<file path="src/rtl/alu_issue_stage_pkg.sv">
`default_nettype none
// ============================================================================
// Module      : alu_issue_stage_pkg
// Description : Shared ALU encodings: main-control ALUOp classes, R-type
//               funct values and the 3-bit ALU-control operation codes.
//               Used by the issue-stage decoder and by the ALU itself.
// Revision    : 1.0 - initial release
// ============================================================================
package alu_issue_stage_pkg;

    // Main-control ALU class
    localparam logic [1:0] c_ALUOP_MEM    = 2'b00;  // load/store/addi -> add
    localparam logic [1:0] c_ALUOP_BRANCH = 2'b01;  // beq -> subtract
    localparam logic [1:0] c_ALUOP_RTYPE  = 2'b10;  // operation from funct
    localparam logic [1:0] c_ALUOP_RSVD   = 2'b11;  // unsupported

    // R-type function field values
    localparam logic [5:0] c_FUNCT_ADD = 6'b100000;
    localparam logic [5:0] c_FUNCT_SUB = 6'b100010;
    localparam logic [5:0] c_FUNCT_AND = 6'b100100;
    localparam logic [5:0] c_FUNCT_OR  = 6'b100101;
    localparam logic [5:0] c_FUNCT_SLT = 6'b101010;

    // ALU control codes
    typedef enum logic [2:0] {
        ALU_AND = 3'b000,
        ALU_OR  = 3'b001,
        ALU_ADD = 3'b010,
        ALU_SUB = 3'b110,
        ALU_SLT = 3'b111
    } alu_ctrl_e;

endpackage : alu_issue_stage_pkg
`default_nettype wire

</file>
<file path="src/rtl/alu_ctrl_decode.sv">
`default_nettype none
// ============================================================================
// Module      : alu_ctrl_decode
// Description : Combinational ALU-control decoder. Maps ALUOp/funct to a
//               3-bit ALU operation and flags unsupported combinations.
// Ports       : alu_op  - main-control ALU class
//               funct   - R-type function field
//               code    - decoded ALU operation (ADD for illegal decodes)
//               illegal - decode is not a supported operation
// Revision    : 1.0 - initial release
// ============================================================================
module alu_ctrl_decode
    import alu_issue_stage_pkg::*;
(
    input  logic [1:0] alu_op,
    input  logic [5:0] funct,
    output alu_ctrl_e  code,
    output logic       illegal
);

    always_comb begin
        code    = ALU_ADD;
        illegal = 1'b0;
        case (alu_op)
            c_ALUOP_MEM:    code = ALU_ADD;
            c_ALUOP_BRANCH: code = ALU_SUB;
            c_ALUOP_RTYPE: begin
                case (funct)
                    c_FUNCT_ADD: code = ALU_ADD;
                    c_FUNCT_SUB: code = ALU_SUB;
                    c_FUNCT_AND: code = ALU_AND;
                    c_FUNCT_OR:  code = ALU_OR;
                    c_FUNCT_SLT: code = ALU_SLT;
                    default:     illegal = 1'b1;  // code stays ADD
                endcase
            end
            default:        illegal = 1'b1;       // reserved class
        endcase
    end

endmodule : alu_ctrl_decode
`default_nettype wire

</file>
<file path="src/rtl/alu_issue_stage.sv">
`default_nettype none
// ============================================================================
// Module      : alu_issue_stage
// Description : ALU issue pipeline register. Decodes the ALU operation,
//               selects operand B, and registers operands/code with
//               stall (hold), flush (squash) and illegal-op dropping.
// Ports       : clock__i, reset__i (sync, active-high)
//               valid__i, ALUOp__i, funct__i, regA__i, regB__i, imm__i,
//               ALUSrc__i, stall__i, flush__i          - decode-side inputs
//               ready__o                               - !stall (comb)
//               dataA__o, dataB__o, ALUControl__o,
//               valid__o                               - registered issue
//               illegal__o, illegal_count__o           - dropped-op report
// Revision    : 1.0 - initial release
// ============================================================================
module alu_issue_stage
    import alu_issue_stage_pkg::*;
#(
    parameter int DATA_W = 32,
    parameter int CNT_W  = 8
) (
    input  logic              clock__i,
    input  logic              reset__i,
    input  logic              valid__i,
    input  logic [1:0]        ALUOp__i,
    input  logic [5:0]        funct__i,
    input  logic [DATA_W-1:0] regA__i,
    input  logic [DATA_W-1:0] regB__i,
    input  logic [DATA_W-1:0] imm__i,
    input  logic              ALUSrc__i,
    input  logic              stall__i,
    input  logic              flush__i,
    output logic              ready__o,
    output logic [DATA_W-1:0] dataA__o,
    output logic [DATA_W-1:0] dataB__o,
    output logic [2:0]        ALUControl__o,
    output logic              valid__o,
    output logic              illegal__o,
    output logic [CNT_W-1:0]  illegal_count__o
);

    alu_ctrl_e         w_code;
    logic              w_illegal;
    logic [DATA_W-1:0] w_operand_b;
    logic              w_accept;
    logic              w_drop;

    logic [DATA_W-1:0] r_data_a;
    logic [DATA_W-1:0] r_data_b;
    logic [2:0]        r_alu_ctrl;
    logic              r_valid;
    logic              r_illegal;
    logic [CNT_W-1:0]  r_illegal_count;

    alu_ctrl_decode u_decode (
        .alu_op  (ALUOp__i),
        .funct   (funct__i),
        .code    (w_code),
        .illegal (w_illegal)
    );

    assign w_operand_b = ALUSrc__i ? imm__i : regB__i;
    // Stage loads only when neither squashed nor held.
    assign w_accept    = !flush__i && !stall__i;
    // A dropped op is only reported when it was really issued into the stage.
    assign w_drop      = w_accept && valid__i && w_illegal;

    always_ff @(posedge clock__i) begin
        if (reset__i) begin
            r_data_a        <= '0;
            r_data_b        <= '0;
            r_alu_ctrl      <= 3'b000;
            r_valid         <= 1'b0;
            r_illegal       <= 1'b0;
            r_illegal_count <= '0;
        end else begin
            r_illegal <= w_drop;
            if (w_drop && (r_illegal_count != {CNT_W{1'b1}})) begin
                r_illegal_count <= r_illegal_count + 1'b1;
            end

            if (flush__i) begin
                // Squash only the valid bit; operands keep their last value.
                r_valid <= 1'b0;
            end else if (!stall__i) begin
                r_data_a   <= regA__i;
                r_data_b   <= w_operand_b;
                r_alu_ctrl <= w_code;
                r_valid    <= valid__i && !w_illegal;
            end
        end
    end

    assign ready__o         = !stall__i;
    assign dataA__o         = r_data_a;
    assign dataB__o         = r_data_b;
    assign ALUControl__o    = r_alu_ctrl;
    assign valid__o         = r_valid;
    assign illegal__o       = r_illegal;
    assign illegal_count__o = r_illegal_count;

endmodule : alu_issue_stage
`default_nettype wire

</file>
<file path="config.mk">
export PLATFORM = sky130hd
export DESIGN_NAME = alu_issue_stage
export DESIGN_NICKNAME = d
export VERILOG_FILES = /design/src/rtl/alu_issue_stage_pkg.sv /design/src/rtl/alu_ctrl_decode.sv /design/src/rtl/alu_issue_stage.sv
export SDC_FILE = /design/constraint.sdc
export NUM_CORES = 1
export LEC_CHECK = 0
export CAP_MARGIN = 10
export CORE_MARGIN = 3
export CORE_UTILIZATION = 38
export DETAILED_ROUTE_END_ITERATION = 10
export GPL_ROUTABILITY_DRIVEN = 0
export PLACE_DENSITY = 0.81
export SYNTH_ARGS = -nofsm -noshare
export SYNTH_HDL_FRONTEND = slang
export SYNTH_SLANG_ARGS = --single-unit
</file>
<file path="constraint.sdc">
create_clock -name clock__i -period 2 [get_ports clock__i]
set_input_delay 0.2 -clock clock__i [delete_from_list [all_inputs] [get_ports clock__i]]
set_output_delay 0.2 -clock clock__i [all_outputs]
set_load 0.05 [all_outputs]
</file>
==> impl_metrics.py, run 1 <==
metrics = {
    "power_and_ir_drop": {
        "power.density_nw_per_um2": 689,
        "ir_worst_vdd_mv": 0.347,
        "p_leak_nw": 2.01,
    },
    "floorplan": {
        "core_um2": 7970,
        "start_util_pct": 40.5,
        "die_w_um": 98.1,
        "dieHeight_um": 98.1,
        "die-area_um2": 9630,
        "ioPinCount": 188,
        "num_rows": 32,
    },
    "clock_tree": {
        "postCtsHoldBufs": 0,
        "numCtsBuffers": 9,
        "cts_buffer_depth": 2,
        "tritoncts": "yes",
        "clkTransAtPathRegs_ps": 70,
        "post_cts_buffers": 0,
        "cts-root-buf": "clkbuf_8",
        "insertion_delay_ps": 330,
        "cts.sinks": 77,
        "ctsResizeCount": 0,
        "htree_levels": 3,
    },
    "worst_hold_path": {
        "min_to": "illegal__o$_SDFF_PP0_",
        "min-delay-start": "reset__i",
        "hp-class": "primary input to flip-flop",
        "hold_path_depth": 2,
    },
    "detailed_routing": {
        "routed_via_density": 5.12,
        "drtAntennaViolNets": 0,
        "remaining_drc_errors": 0,
        "wirelength_um": 10000,
        "avgRoutedWirePerCell_um": 15.3,
        "drtPass1Iterations": 4,
        "num_vias": 3352,
        "drt_iter0_drc": 75,
    },
    "layout": {
        "drive_above_1_share_pct": 7.23,
        "areaGrowthSynthToFinish_pct": 68.4,
        "final_cell_area_um2": 5430,
        "fin_nets": 663,
        "diodes": 0,
        "fill_cells": 624,
        "finalNonFillerCells": 655,
    },
    "placement": {
        "place_inst": 640,
        "port_buffers": 187,
        "dp_hpwl_um": 7760,
        "place_area_um2": 5230,
    },
    "setup_path": {
        "critical-path-top-delay-family": "compound AO/OA/AOI/OAI gates",
        "r2r_cells": 4,
        "cp_cell_sequence": "clkdlybuf4s50_1 -> inv_1 -> ha_1 -> o21bai_2 -> o311ai_4 -> or4_1 -> a21oi_1",
        "worstSetupEndpointType": "flip-flop",
        "critPathBufInv": 2,
        "cp.required_ps": 2250,
        "critical_path_class": "primary input to flip-flop",
        "worstPathArrival_ps": 2120,
        "r2r-start": "illegal_count__o[0]$_SDFFE_PP0P_",
        "rrSetupSlack_ps": 280,
        "startpoint_type": "primary input",
        "regToRegEndpoint": "illegal_count__o[5]$_SDFFE_PP0P_",
        "crit_slowest_cell": "or4_1",
        "path_max_fanout": 16,
        "cpPeakStageDelay_ps": 530,
    },
    "global_route": {
        "grt_pass1_wl_um": 16200,
        "grt_max_degree": 61,
        "grt-ovfl-total": 0,
        "antenna_found_initial": 0,
        "grt_usage_pct": 20.5,
        "grt_pass1_vias": 3413,
    },
    "timing": {
        "finClkSkew_ps": 4.38,
        "slew_headroom_pct": 57.4,
        "rsz0062_at_grt": "no",
        "period_needed_ps": 1870,
        "hold_viol": 0,
        "maxSlewViolCount": 0,
        "tightestPinTransition_ps": 639,
        "finalSetupViolCount": 0,
        "fmax_mhz": 536,
        "post-route-period-util_pct": 93.3,
    },
    "logic_synthesis": {
        "ys_types": 36,
        "synth_seq_cells": 77,
        "synthesis.nets": 481,
        "synth-edff-count": 0,
        "yosys_warnings": 0,
        "netlist_instances": 367,
        "syn_avg_cell_area_um2": 8.79,
        "ys.flop_type": "dfxtp_1",
        "async_flop_share_pct": 0,
        "synth_area_um2": 3230,
        "yosysSeqAreaShare_pct": 47.8,
    },
    "job": {
        "cap_violations": 0,
    },
    "outcome": {
        "status": "completed",
    },
}
==> metrics by stage <==
| step | hold WS (ps) | util (%) | TNS, ps | worst slack (ps) | power (W) |
|---|---|---|---|---|---|
| final | 371 | 68.2 | 0 | 133 | 0.00374 |
| after global routing | 408 | 68.2 | 0 | 8.43 | 0.00391 |
| after CTS | 374 | 68.1 | 0 | 21.8 | 0.00379 |
| after detailed placement | 446 | 65.6 | -2150 | -327 | 0.00262 |
| after global placement | 442 | 65.6 | -998 | -161 | 0.00260 |
| after floorplan | 279 | - | 0 | 190 | 0.00217 |
==> worst register-to-register path, cell delays in order (launching register included) <==
cell and delay (ps):
dfxtp_1 390, ha_1 300, and4_4 260, or4_1 520, a21oi_1 170
==> worst max-delay path by stage <==
stage,from,endpoint,slack (ps),cells after the start
floorplan,illegal_count__o[0]$_SDFFE_PP0P_,illegal_count__o[2]$_SDFFE_PP0P_,190,5
global placement,ALUOp__i[1],illegal_count__o[7]$_SDFFE_PP0P_,-160,7
detailed placement,ALUOp__i[1],illegal_count__o[5]$_SDFFE_PP0P_,-330,7
CTS,ALUOp__i[1],illegal_count__o[5]$_SDFFE_PP0P_,20,7
global route,ALUOp__i[1],illegal_count__o[5]$_SDFFE_PP0P_,8,7
finish,ALUOp__i[1],illegal_count__o[5]$_SDFFE_PP0P_,130,7
==> power by group <==
group	internal [W]	switching [W]
clock	0.000634	0.000530
sequential	0.00161	0.0000401
combinational	0.000422	0.000507
==> routing by layer <==
| layer | vias up | share of wire [%] | track usage, % |
|---|---|---|---|
| met5 | - | 0 | 0 |
| met4 | 0 | 1.6 | 6.30 |
| met3 | 14 | 9.7 | 7.21 |
| met2 | 147 | 51 | 37.0 |
| met1 | 1543 | 38 | 22.5 |
| li1 | 1648 | - | - |
==> Yosys cell counts, types with 2 or more instances <==
cell type | count | area share, %
nand3b_1 | 3 | 0.70
nand2_1 | 70 | 8.1
o31ai_1 | 6 | 1.4
nor3_1 | 2 | 0.31
inv_1 | 4 | 0.47
or4_1 | 6 | 1.4
clkbuf_1 | 22 | 2.6
a211oi_1 | 32 | 7.4
ha_1 | 4 | 1.6
dfxtp_1 | 77 | 48
a21oi_1 | 44 | 6.8
mux2i_1 | 32 | 9.9
and2_1 | 2 | 0.39
nor2_1 | 35 | 4.1
and4_4 | 2 | 0.70
o21ai_0 | 2 | 0.31
or3_1 | 2 | 0.39
buf_2 | 4 | 0.62
==> cells in the final DEF (no fill, tap or decap), types with 2 or more instances in the layout <==
cell and count:
dfxtp_1 77, nand3b_1 3, inv_1 4, ha_1 4, buf_12 3, mux2i_1 32
nand2_1 70, o21ai_0 2, clkdlybuf4s50_1 184, or3_1 2, clkinv_2 2, and2_1 2
buf_2 2, buf_4 11, a211oi_1 32, or4_1 6, a21oi_1 44, and4_4 2
nor2_1 34, o31ai_1 6, clkbuf_8 11, nor3_1 2
==> sequential cells by signal (all words and copies together), names as in the netlist <==
| register | flops |
|---|---|
| illegal__o | 1 |
| dataA__o | 32 |
| valid__o | 1 |
| ALUControl__o | 3 |
| dataB__o | 32 |
| illegal_count__o | 8 |
==> area by class of cell <==
type | instances | area (µm²) | area share, %
Tap cell | 102 | 128 | 2.35
Timing Repair Buffer | 200 | 1990 | 36.7
Clock inverter | 4 | 47.5 | 0.875
Inverter | 4 | 15.0 | 0.276
Clock buffer | 11 | 151 | 2.79
Sequential cell | 77 | 1540 | 28.4
Multi-Input combinational cell | 257 | 1560 | 28.6
==> logic make-up (layout without fill, tap and decap cells) <==
family / after synthesis / count (layout) / share of synthesized area, %
fa+ha+maj: 4 / 4 / 1.55
mux: 33 / 33 / 10.3
flops: 77 / 77 / 47.8
compound gates: 89 / 89 / 17.7
simple gates: 131 / 131 / 18.3
buf+inv: 33 / 219 / 4.34
No activity file was read; power rests on OpenSTA's default activity.
==> run 2: changes to the inputs <==
--- a/config.mk
+++ b/config.mk
@@ -10,6 +10,7 @@
 export CORE_UTILIZATION = 38
 export DETAILED_ROUTE_END_ITERATION = 10
 export GPL_ROUTABILITY_DRIVEN = 0
+export HOLD_SLACK_MARGIN = 0.1
 export PLACE_DENSITY = 0.81
 export SYNTH_ARGS = -nofsm -noshare
 export SYNTH_HDL_FRONTEND = slang
==> results of run 2 <==
Same layout as run 1: the final DEF is identical, and so are final timing and power.
